==> src/rtl/calc_fsm_param.sv <==
// Keypad calculator FSM with multi-digit entry, left-to-right operator chaining,
// a WIDTH-cycle restoring divider and a sticky divide-by-zero error state.
module calc_fsm_param #(
  parameter int WIDTH      = 16,
  parameter int MAX_DIGITS = 4
) (
  input  logic             clk,
  input  logic             clear,
  input  logic             num_valid,
  input  logic [3:0]       button_num,
  input  logic             op_valid,
  input  logic [2:0]       button_op,
  input  logic             equal,
  output logic [WIDTH-1:0] result_temp,
  output logic [WIDTH-1:0] result,
  output logic             busy,
  output logic             error,
  output logic [2:0]       state_dbg
);

  localparam logic [2:0] S_ENTER  = 3'd0;
  localparam logic [2:0] S_OPWAIT = 3'd1;
  localparam logic [2:0] S_DIVIDE = 3'd2;
  localparam logic [2:0] S_DONE   = 3'd3;
  localparam logic [2:0] S_ERROR  = 3'd4;

  localparam logic [2:0] OP_NONE = 3'd0;
  localparam logic [2:0] OP_ADD  = 3'd1;
  localparam logic [2:0] OP_SUB  = 3'd2;
  localparam logic [2:0] OP_MUL  = 3'd3;
  localparam logic [2:0] OP_DIV  = 3'd4;

  localparam int CNT_W = $clog2(MAX_DIGITS + 1);
  localparam int DIV_W = (WIDTH > 1) ? $clog2(WIDTH) : 1;

  logic [2:0]       state;
  logic [2:0]       op;
  logic [WIDTH-1:0] acc;
  logic [WIDTH-1:0] entry;
  logic [CNT_W-1:0] count;
  logic [WIDTH-1:0] div_q;
  logic [WIDTH-1:0] div_rem;
  logic [WIDTH-1:0] div_dvsr;
  logic [DIV_W-1:0] div_cnt;
  logic             div_to_done;

  // Key strobes are single-cycle pulses with no ready/back-pressure: a strobe is
  // consumed on the edge it is seen, or dropped (busy, error, lower priority, bad code).
  logic key_eq, key_op, key_num, op_ok, digit_ok;
  logic [WIDTH-1:0] entry_next, arith_val;
  logic [WIDTH:0]   div_shift;
  logic             div_ge;
  logic [WIDTH-1:0] div_rem_next, div_q_next;

  always_comb begin
    key_eq     = equal;
    key_op     = op_valid & ~equal;
    key_num    = num_valid & ~equal & ~op_valid;
    op_ok      = (button_op >= OP_ADD) && (button_op <= OP_DIV);
    digit_ok   = (button_num <= 4'd9);
    entry_next = entry * WIDTH'(10) + WIDTH'(button_num);
    case (op)
      OP_ADD:  arith_val = acc + entry;
      OP_SUB:  arith_val = acc - entry;
      OP_MUL:  arith_val = acc * entry;
      default: arith_val = entry;
    endcase
    // One restoring step: the difference always fits in WIDTH bits when div_ge holds.
    div_shift    = {div_rem, div_q[WIDTH-1]};
    div_ge       = (div_shift >= {1'b0, div_dvsr});
    div_rem_next = div_ge ? (div_shift[WIDTH-1:0] - div_dvsr) : div_shift[WIDTH-1:0];
    div_q_next   = {div_q[WIDTH-2:0], div_ge};
  end

  always_ff @(posedge clk) begin
    if (clear) begin
      state       <= S_ENTER;
      op          <= OP_NONE;
      acc         <= '0;
      entry       <= '0;
      count       <= '0;
      result      <= '0;
      div_q       <= '0;
      div_rem     <= '0;
      div_dvsr    <= '0;
      div_cnt     <= '0;
      div_to_done <= 1'b0;
    end else begin
      case (state)
        S_ENTER, S_OPWAIT: begin
          if (key_eq) begin
            if (state == S_OPWAIT) begin
              result <= acc;
              op     <= OP_NONE;
              state  <= S_DONE;
            end else if (op == OP_DIV) begin
              if (entry == '0) begin
                result <= '0;
                state  <= S_ERROR;
              end else begin
                div_q       <= acc;
                div_rem     <= '0;
                div_dvsr    <= entry;
                div_cnt     <= '0;
                div_to_done <= 1'b1;
                op          <= OP_NONE;
                entry       <= '0;
                count       <= '0;
                state       <= S_DIVIDE;
              end
            end else begin
              acc    <= arith_val;
              result <= arith_val;
              op     <= OP_NONE;
              state  <= S_DONE;
            end
          end else if (key_op && op_ok) begin
            if (state == S_OPWAIT) begin
              op <= button_op;
            end else if (op == OP_DIV) begin
              if (entry == '0) begin
                result <= '0;
                state  <= S_ERROR;
              end else begin
                div_q       <= acc;
                div_rem     <= '0;
                div_dvsr    <= entry;
                div_cnt     <= '0;
                div_to_done <= 1'b0;
                op          <= button_op;
                entry       <= '0;
                count       <= '0;
                state       <= S_DIVIDE;
              end
            end else begin
              acc   <= arith_val;
              op    <= button_op;
              entry <= '0;
              count <= '0;
              state <= S_OPWAIT;
            end
          end else if (key_num && digit_ok && (count < CNT_W'(MAX_DIGITS))) begin
            entry <= entry_next;
            count <= count + CNT_W'(1);
            state <= S_ENTER;
          end
        end
        S_DIVIDE: begin
          div_q   <= div_q_next;
          div_rem <= div_rem_next;
          div_cnt <= div_cnt + DIV_W'(1);
          if (div_cnt == DIV_W'(WIDTH - 1)) begin
            acc <= div_q_next;
            if (div_to_done) begin
              result <= div_q_next;
              state  <= S_DONE;
            end else begin
              state <= S_OPWAIT;
            end
          end
        end
        S_DONE: begin
          if (key_eq) begin
            state <= S_DONE;
          end else if (key_op && op_ok) begin
            acc   <= result;
            op    <= button_op;
            entry <= '0;
            count <= '0;
            state <= S_OPWAIT;
          end else if (key_num && digit_ok) begin
            acc   <= '0;
            entry <= WIDTH'(button_num);
            count <= CNT_W'(1);
            op    <= OP_NONE;
            state <= S_ENTER;
          end
        end
        default: state <= S_ERROR;
      endcase
    end
  end

  always_comb begin
    case (state)
      S_ENTER:            result_temp = entry;
      S_OPWAIT, S_DIVIDE: result_temp = acc;
      S_DONE:             result_temp = result;
      default:            result_temp = '0;
    endcase
    busy      = (state == S_DIVIDE);
    error     = (state == S_ERROR);
    state_dbg = state;
  end

endmodule

==> config.mk <==
export PLATFORM = sky130hd
export DESIGN_NAME = calc_fsm_param
export DESIGN_NICKNAME = d
export VERILOG_FILES = /design/src/rtl/calc_fsm_param.sv
export SDC_FILE = /design/constraint.sdc
export NUM_CORES = 1
export LEC_CHECK = 0
export BUFFER_PORTS_ARGS = -buffer_cell sky130_fd_sc_hd__clkbuf_2
export CAP_MARGIN = 0
export CORE_UTILIZATION = 51
export CTS_CLUSTER_SIZE = 40
export DETAILED_ROUTE_END_ITERATION = 6
export PLACE_DENSITY = 0.68
export SLEW_MARGIN = 20
export SYNTH_ARGS = -nofsm -noshare
export SYNTH_HDL_FRONTEND = slang
export SYNTH_SLANG_ARGS = --single-unit
export TNS_END_PERCENT = 20
==> constraint.sdc <==
create_clock -name clk -period 17.6 [get_ports clk]
set_input_delay 0.88 -clock clk [delete_from_list [all_inputs] [get_ports clk]]
set_output_delay 0.88 -clock clk [all_outputs]
set_load 0.01 [all_outputs]
==> impl_metrics.tcl, run 1 <==
set metrics [dict create \
    synth_edf_count 0 \
    drtIter0Drc 1322 \
    drive_above_1_share_pct 8.251 \
    placementRows 57 \
    ff2ff_path_depth 18 \
    tightest_slew_ns 1.097 \
    fin_worst_skew_ns 0.01360 \
    via_per_inst 6.053 \
    grt_pass1_vias 11320 \
    die_h_um 159.7 \
    fin_crit_ns 6.679 \
    synth_seq_cells 110 \
    worstSkewPairLatency_ns 0.37 \
    hpwl_mm 28.93 \
    slew_viol_final 0 \
    dieArea_um2 25510 \
    hold_depth 2 \
    setup_tns_ns 0 \
    fmax_mhz 149.7 \
    synthCells 1623 \
    period_share_pct 37.95 \
    cp_max_fo 23 \
    critPathCaptureType "flip-flop" \
    layout_commonest_cell "nand2_1" \
    antenna_found_initial 0 \
    mostFrequentLayoutCells "nand2_1 (217), inv_1 (153), nor2_1 (119)" \
    cts_buffer_depth 2 \
    drv_cap 0 \
    routed_wl_mm 39.48 \
    ant_nets 0 \
    synthToLayoutAreaGrowth_pct 5.562 \
    ys.flop_type "dfxtp_1" \
    ys_warn_count 0 \
    status "finished clean" \
    gp_congestion 0.9321 \
    clkTransAtPathRegs_ns 0.08 \
    final_nets 1814 \
    syn_avg_cell_area_um2 7.818 \
    dieWidth_um 159.7 \
    cts-root-buf "clkbuf_16" \
    syn_nets 1829 \
    wl_per_cell_um 20.39 \
    critical_path_required_ns 17.88 \
    crit_type "reg -> reg" \
    postCtsHoldBufs 0 \
    cp.arrival_ns 6.96 \
    vdd_ir_drop_max_mv 0.1060 \
    fillerInstances 2385 \
    synth_area_um2 12690 \
    h-tree-depth 3 \
    start_util_pct 52.02 \
    vias 11720 \
    drc 0 \
    startpoint_type "flip-flop" \
    numCtsBuffers 9 \
    setup_viol 0 \
    grt_pass1_wl_mm 62.53 \
    cts.sinks 110 \
    hold_class "reg -> reg" \
    placement.io_buffers 48 \
    grt_max_degree 62 \
    synthArstFlopShare_pct 0 \
    p_leak_nw 5.725 \
    postCtsSetupRepairBufs 0 \
    io_pins 49 \
    cts_tree "built" \
    rsz0062_at_grt "false" \
    synth_seq_area_share_pct 17.36 \
    cts-resized-gates 0 \
    preCtsSetupSlack_ns 11.09 \
    grt_overflow_total 0 \
    hold_viol_final 0 \
    p_per_area_nw_per_um2 119.7 \
    slew_headroom_pct 26.32 \
    dr.pass1.iters 6 \
    setup_ws_ns 10.92 \
    grt.total_usage_pct 31.40 \
    core_area_um2 24390 \
    whs_ns 0.4563 \
    yosys.cell_types.count 79 \
    n_antenna_cell 0 \
]
metrics by stage:
stage / instance area [µm²] / cells / utilization (%) / total power [mW]
6_report: 13390 / 1936 / 54.91 / 1.603
3_3_place_gp: 13110 / 1921 / 53.75 / 1.350
3_5_place_dp: 13110 / 1921 / 53.75 / 1.366
2_1_floorplan: 12690 / 1623 / - / 1.094
5_1_grt: 13390 / 1936 / 54.91 / 1.701
4_1_cts: 13390 / 1936 / 54.91 / 1.575
routing by layer:
layer	wire length [µm]	part of all wire (%)	vias up	track usage, %
met3	3947	10	106	6.208
met1	16790	43	5528	42.43
met5	0	0	-	0
li1	-	-	5496	-
met4	1567	4.0	0	14.69
met2	17180	44	588	48.15
layout make-up:
type	instances	area, µm²	share of cell area, %
Multi-Input combinational cell	1254	9447	70.53
Sequential cell	110	2205	16.46
Inverter	154	578.1	4.316
Timing Repair Buffer	79	475.5	3.550
Tap cell	324	405.4	3.027
Clock buffer	10	239.0	1.784
Clock inverter	5	45.04	0.3363
cell usage after synthesis, types with 49 or more instances:
| cell | number | area, µm² |
|---|---|---|
| nand2_1 | 217 | 814.5 |
| inv_1 | 153 | 574.3 |
| nor2_1 | 119 | 446.7 |
| dfxtp_1 | 110 | 2202 |
| ha_1 | 110 | 1376 |
| a21oi_1 | 98 | 490.5 |
| fa_1 | 84 | 1682 |
| clkbuf_1 | 76 | 285.3 |
| and2_1 | 72 | 450.4 |
| xnor2_1 | 71 | 621.9 |
| o21ai_0 | 61 | 305.3 |
| a211oi_1 | 49 | 367.9 |
power breakdown:
part | total (mW) | switching [mW] | internal [mW]
Clock | 0.206 | 0.105 | 0.101
Combinational | 0.992 | 0.616 | 0.376
Sequential | 0.405 | 0.113 | 0.293
Total | 1.60 | 0.833 | 0.770
cell families (layout without fill, tap and decap cells):
kind of cell               count (synthesis)  after routing  share of synthesized area, %
and+or+nand+nor                          540            540                         20.10
AOI/OAI and AO/OA                        390            390                         20.94
adders and majority gates                194            194                         24.10
DFF                                      110            110                         17.36
muxes                                     28             28                         2.229
buffers and inverters                    259            248                         8.234
xor gates and xnor gates                 102            102                         7.041
registers in the layout, summed over array words and instances (netlist names):
name / cells
result: 16
count: 3
div_cnt: 4
div_rem: 16
op: 3
entry: 16
div_dvsr: 16
div_q: 16
div_to_done: 1
acc: 16
state_dbg: 3
worst max-delay path, cell delays in order (launching register included):
cell and delay [ns]:
dfxtp_1 1.05, nand2_1 0.18, fa_1 0.60, fa_1 0.43, fa_1 0.49, fa_1 0.49
inv_1 0.05, fa_1 0.54, inv_1 0.07, fa_1 0.54, inv_1 0.05, ha_1 0.34
a21o_1 0.21, a221oi_1 0.43, o21ai_0 0.19, xnor2_1 0.28, a222oi_1 0.13, or2_1 0.26
a311oi_1 0.26
path summary, 6_finish.rpt:
check / start / slack (ns) / to
worst min-delay path: div_dvsr[10] / 0.46 / div_dvsr[10]
worst max-delay path: entry[3] / 10.92 / acc[15]
worst max register to register: entry[3] / 10.92 / acc[15]
worst min register to register: div_dvsr[10] / 0.46 / div_dvsr[10]
(Power assumes the default switching activity.)
==> run 2: changes to the inputs <==
clock period = 6.8 ns   (was 17.6 ns; I/O delays follow)
==> run 2 against run 1 <==
Clock skew is 0.0020 ns lower; sequential share of layout area decreased by 0.074 points; fmax rose by 7.0%; critical path type unchanged; highest routed layer is now met5.
==> impl_metrics.tcl, run 2 (synthesis results as in run 1) <==
set metrics [dict create \
    whs_ns 0.2395 \
    hp-start "button_num[0]" \
    cp_max_fo 15 \
    worstSkewPairLatency_ns 0.37 \
    io_pins 49 \
    multi_input_area_um2 9447 \
    tightest_slew_ns 0.9836 \
    cts_tree "built" \
    ff2ff_path_depth 18 \
    postCtsSetupRepairBufs 0 \
    hpwl_mm 29.87 \
    grt_max_degree 66 \
    critPathCaptureType "flip-flop" \
    dieWidth_um 159.7 \
    finalPower_mw 4.127 \
    crit_top_cell "fa_1" \
    antenna_found_initial 2 \
    crit_path_cell_trace "nand2_1, fa_1, fa_1, fa_1, fa_1, inv_1, fa_1, inv_1, fa_1, inv_1, ha_1, a21o_1, a221oi_1, o21ai_0, xnor2_1, a222oi_1, or2_1, a311oi_1" \
    hold_class "in -> reg" \
    cts-resized-gates 0 \
    placement.io_buffers 48 \
    vdd_ir_drop_max_mv 0.4408 \
    setup_viol 0 \
    drtIter0Drc 1194 \
    mostFrequentLayoutCells "nand2_1 (217), inv_1 (153), nor2_1 (119)" \
    synthToLayoutAreaGrowth_pct 6.035 \
    die_h_um 159.7 \
    dr.pass1.iters 7 \
    gp_congestion 0.9748 \
    grt_pass1_vias 11370 \
    via_per_inst 6.042 \
    vias 11760 \
    rsz0062_at_grt "false" \
    core_area_um2 24390 \
    grt_overflow_total 0 \
    cts-root-buf "clkbuf_16" \
    dieArea_um2 25510 \
    layout_commonest_cell "nand2_1" \
    startpoint_type "flip-flop" \
    wl_per_cell_um 20.15 \
    hold_viol_final 0 \
    slew_viol_final 0 \
    r2r_start "acc[7]" \
    critical_path_required_ns 7.08 \
    ant_nets 0 \
    postCtsHoldBufs 0 \
    grt_pass1_wl_mm 63.05 \
    clkTransAtPathRegs_ns 0.08 \
    slew_headroom_pct 33.92 \
    setup_ws_ns 0.5553 \
    numCtsBuffers 9 \
    endpoint "acc[15]" \
    preCtsSetupSlack_ns 0.5879 \
    p_per_area_nw_per_um2 306.8 \
    critPathLaunch "acc[7]" \
    grt.total_usage_pct 31.61 \
    placementRows 57 \
    routed_wl_mm 39.22 \
    fin_worst_skew_ns 0.01164 \
    period_share_pct 91.83 \
    final_nets 1822 \
    drv_cap 0 \
    slowest_delay_ns 0.70 \
    r2r-end "acc[15]" \
    drc 0 \
    fillerInstances 2339 \
    fin_crit_ns 6.245 \
    reg2reg_slack_ns 0.56 \
    regArea_um2 2205 \
    start_util_pct 52.02 \
    cp.arrival_ns 6.52 \
    p_leak_nw 5.775 \
    drive_above_1_share_pct 8.760 \
    crit_type "reg -> reg" \
    cts.sinks 110 \
    setup_tns_ns 0 \
    status "finished clean" \
    h-tree-depth 3 \
    critPathSlowestCell "dfxtp_1" \
    fmax_mhz 160.1 \
    cts_buffer_depth 2 \
]
==> run 2: cell types whose count changed in the layout (fill, tap and decap cells not counted), sizes merged <==
cell,previous run,this run
inv,154,156
diode,0,1
clkbuf,57,56
clkinv,4,5
buf,32,40
clkinvlp,1,0
==> run 2: report_power, final <==
part | switching (mW) | leakage, nW | internal, mW | total, mW
Clock | 0.272 | 0.142 | 0.254 | 0.527
Sequential | 0.239 | 0.893 | 0.758 | 0.997
Combinational | 1.62 | 4.74 | 0.984 | 2.60
==> run 2: critical path, delay by kind of cell (launching register included) <==
family                   cells  cell delay, ns
adder cells (fa/ha/maj)      7            3.32
AO/OA/AOI/OAI                5            1.16
flip-flops                   1            0.70
AND/OR/NAND/NOR              2            0.43
XOR/XNOR                     1            0.40
buffers and inverters        3            0.14
==> run 2: area by class of cell <==
class / instances / share of cell area [%]
tap: 324 / 3.013
sequential: 110 / 16.39
timing repair buffer: 87 / 3.980
multi-input combinational: 1254 / 70.21
clock buffer: 9 / 1.674
antenna: 1 / 0.01860
clock inverter: 7 / 0.4185
inverter: 154 / 4.296
==> run 2: metal layers <==
| layer | vias up | global-route usage, % | part of all wire [%] |
|---|---|---|---|
| met1 | 5600 | 43.20 | 43 |
| met5 | - | 0 | 0.059 |
| met3 | 98 | 4.545 | 8.6 |
| met4 | 2 | 12.63 | 3.4 |
| met2 | 523 | 50.16 | 45 |
| li1 | 5534 | - | - |
==> run 2: worst min path at each step <==
stage               cells past startpoint  slack (ns)           to
floorplan                               2        0.43  div_rem[15]
global placement                        2        0.43  div_rem[15]
detailed placement                      2        0.45  div_rem[15]
finish                                  3        0.24     entry[0]
global route                            3        0.30     entry[0]
CTS                                     3        0.24     entry[0]
==> run 2: stage by stage <==
stage          std cells  util, %  area (µm²)
2_1_floorplan       1623        -       12690
3_3_place_gp        1929    54.00       13170
3_5_place_dp        1929    54.00       13170
4_1_cts             1945    55.15       13450
5_1_grt             1945    55.15       13450
6_report            1946    55.16       13450
==> run 3: changes to the inputs <==
CORE_ASPECT_RATIO = 0.9   (was default)
==> run 3 against run 2 <==
Sequential power barely moved; hold slack improved by 0.052 ns; setup slack got worse by 0.15 ns; critical path type unchanged; largest cell class unchanged; first-iteration DRC count rose by 6.1%; critical endpoint unchanged; clock power rose by 13%.
==> impl_metrics.tcl, run 3 (synthesis results as in run 1) <==
set metrics [dict create \
    core_area_um2 24320 \
    routed_wl_mm 41.32 \
    vias 11820 \
    finalPower_mw 4.300 \
    drive_above_1_share_pct 8.704 \
    slowest_delay_ns 0.69 \
    via_per_inst 6.133 \
    antenna_found_initial 0 \
    fmax_mhz 156.3 \
    final_util_pct 55.40 \
    critical_path_required_ns 7.08 \
    postCtsHoldBufs 0 \
    grt_overflow_total 0 \
    hold_class "in -> reg" \
    dieArea_um2 25510 \
    clkTransAtPathRegs_ns 0.08 \
    cts-root-buf "clkbuf_16" \
    h-tree-depth 3 \
    cp.arrival_ns 6.68 \
    rsz0062_at_grt "false" \
    slew_viol_final 0 \
    setup_viol 0 \
    p_per_area_nw_per_um2 319.1 \
    grt_max_degree 70 \
    drv_cap 0 \
    finish.cell_count_without_fillers 1928 \
    grt_pass1_vias 11030 \
    drc 0 \
    period_share_pct 94.11 \
    startpoint_type "flip-flop" \
    hold_depth 4 \
    drtIter0Drc 1267 \
    numCtsBuffers 9 \
    synthToLayoutAreaGrowth_pct 6.202 \
    die_h_um 151.6 \
    ff2ff_path_depth 18 \
    ant_nets 0 \
    io_pins 49 \
    whs_ns 0.2917 \
    hold_viol_final 0 \
    cp_num_buf_inv 3 \
    fillerInstances 2315 \
    holdPathEnd "op[1]" \
    postCtsSetupRepairBufs 0 \
    status "finished clean" \
    r2r_start "acc[8]" \
    cts-resized-gates 0 \
    placement.io_buffers 48 \
    final_cell_area_um2 13480 \
    cp_max_fo 14 \
    cts_tree "built" \
    critical_path.top_delay_family "adder cells" \
    setup_tns_ns 0 \
    slew_headroom_pct 28.81 \
    critPathCaptureType "flip-flop" \
    p_leak_nw 5.792 \
    dpl-instance-area_um2 13140 \
    preCtsSetupSlack_ns 0.5102 \
    crit_type "reg -> reg" \
    hpwl_mm 31.60 \
    final_nets 1821 \
    vdd_ir_drop_max_mv 0.4138 \
    tightest_slew_ns 1.060 \
    cts.sinks 110 \
    worstSkewPairLatency_ns 0.37 \
    mostFrequentLayoutCells "nand2_1 (217), inv_1 (153), nor2_1 (119)" \
    cts_buffer_depth 2 \
    dr.pass1.iters 6 \
    setup_ws_ns 0.4004 \
    layout_commonest_cell "nand2_1" \
    reg2reg_slack_ns 0.40 \
    start_util_pct 52.17 \
    n_antenna_cell 0 \
    fin_worst_skew_ns 0.01738 \
    placed_cells 1912 \
    hp-start "button_op[1]" \
    placementRows 54 \
    grt_pass1_wl_mm 63.83 \
    crit_top_cell "fa_1" \
    wl_per_cell_um 21.43 \
    fin_crit_ns 6.400 \
    gp_congestion 0.9841 \
    grt.total_usage_pct 32.91 \
    crit_path_cell_trace "nand2_1, fa_1, fa_1, fa_1, fa_1, inv_1, fa_1, inv_1, fa_1, inv_1, ha_1, a21o_1, a221oi_1, o21ai_0, xnor2_1, a222oi_1, or2_1, a311oi_1" \
    dieWidth_um 168.3 \
    r2r-end "acc[15]" \
    critPathSlowestCell "dfxtp_1" \
]
-- run 3: cell count changes in the layout (fill, tap and decap cells not counted), sizes merged --
cell / delta
clkinv: -2
buf: -1
bufinv: +1
diode: -1
inv: +1
-- run 3: area by class of cell --
class                   instances  area [µm²]  area share, %
inverters                     154       578.1          4.290
multi-input cells            1254        9447          70.10
clock buffers                   9       225.2          1.671
flip-flops and latches        110        2205          16.36
repair buffers                 86       528.0          3.918
well taps                     308       385.4          2.860
clock inverters                 7       107.6         0.7985
-- run 3: how the worst max path moves through the flow --
stage | startpoint | end | cells after the start
after floorplan | entry[3] | acc[15] | 20
after global placement | acc[8] | acc[15] | 18
after detailed placement | acc[8] | acc[15] | 18
after CTS | acc[8] | acc[15] | 18
after global routing | acc[8] | acc[15] | 18
final | acc[8] | acc[15] | 18
-- run 3: metal layers --
layer / GRT usage (%) / routed length [µm]
met4: 11.45 / 1413
met2: 49.44 / 17550
met3: 8.649 / 4514
met5: 0 / 0
met1: 45.54 / 17840
-- run 3: power by group --
part / total, mW / switching [mW] / internal [mW]
clock network: 0.595 / 0.291 / 0.303
registers: 1.02 / 0.258 / 0.758
logic: 2.69 / 1.70 / 0.992
-- run 3: worst register-to-register path: stages (launching register included) --
cell      delay, ns
dfxtp_1        0.69
nand2_1        0.16
fa_1           0.57
fa_1           0.44
fa_1           0.48
fa_1           0.50
inv_1          0.06
fa_1           0.54
inv_1          0.06
fa_1           0.53
inv_1          0.04
ha_1           0.34
a21o_1         0.22
a221oi_1       0.57
o21ai_0        0.22
xnor2_1        0.26
a222oi_1       0.12
or2_1          0.27
a311oi_1       0.25
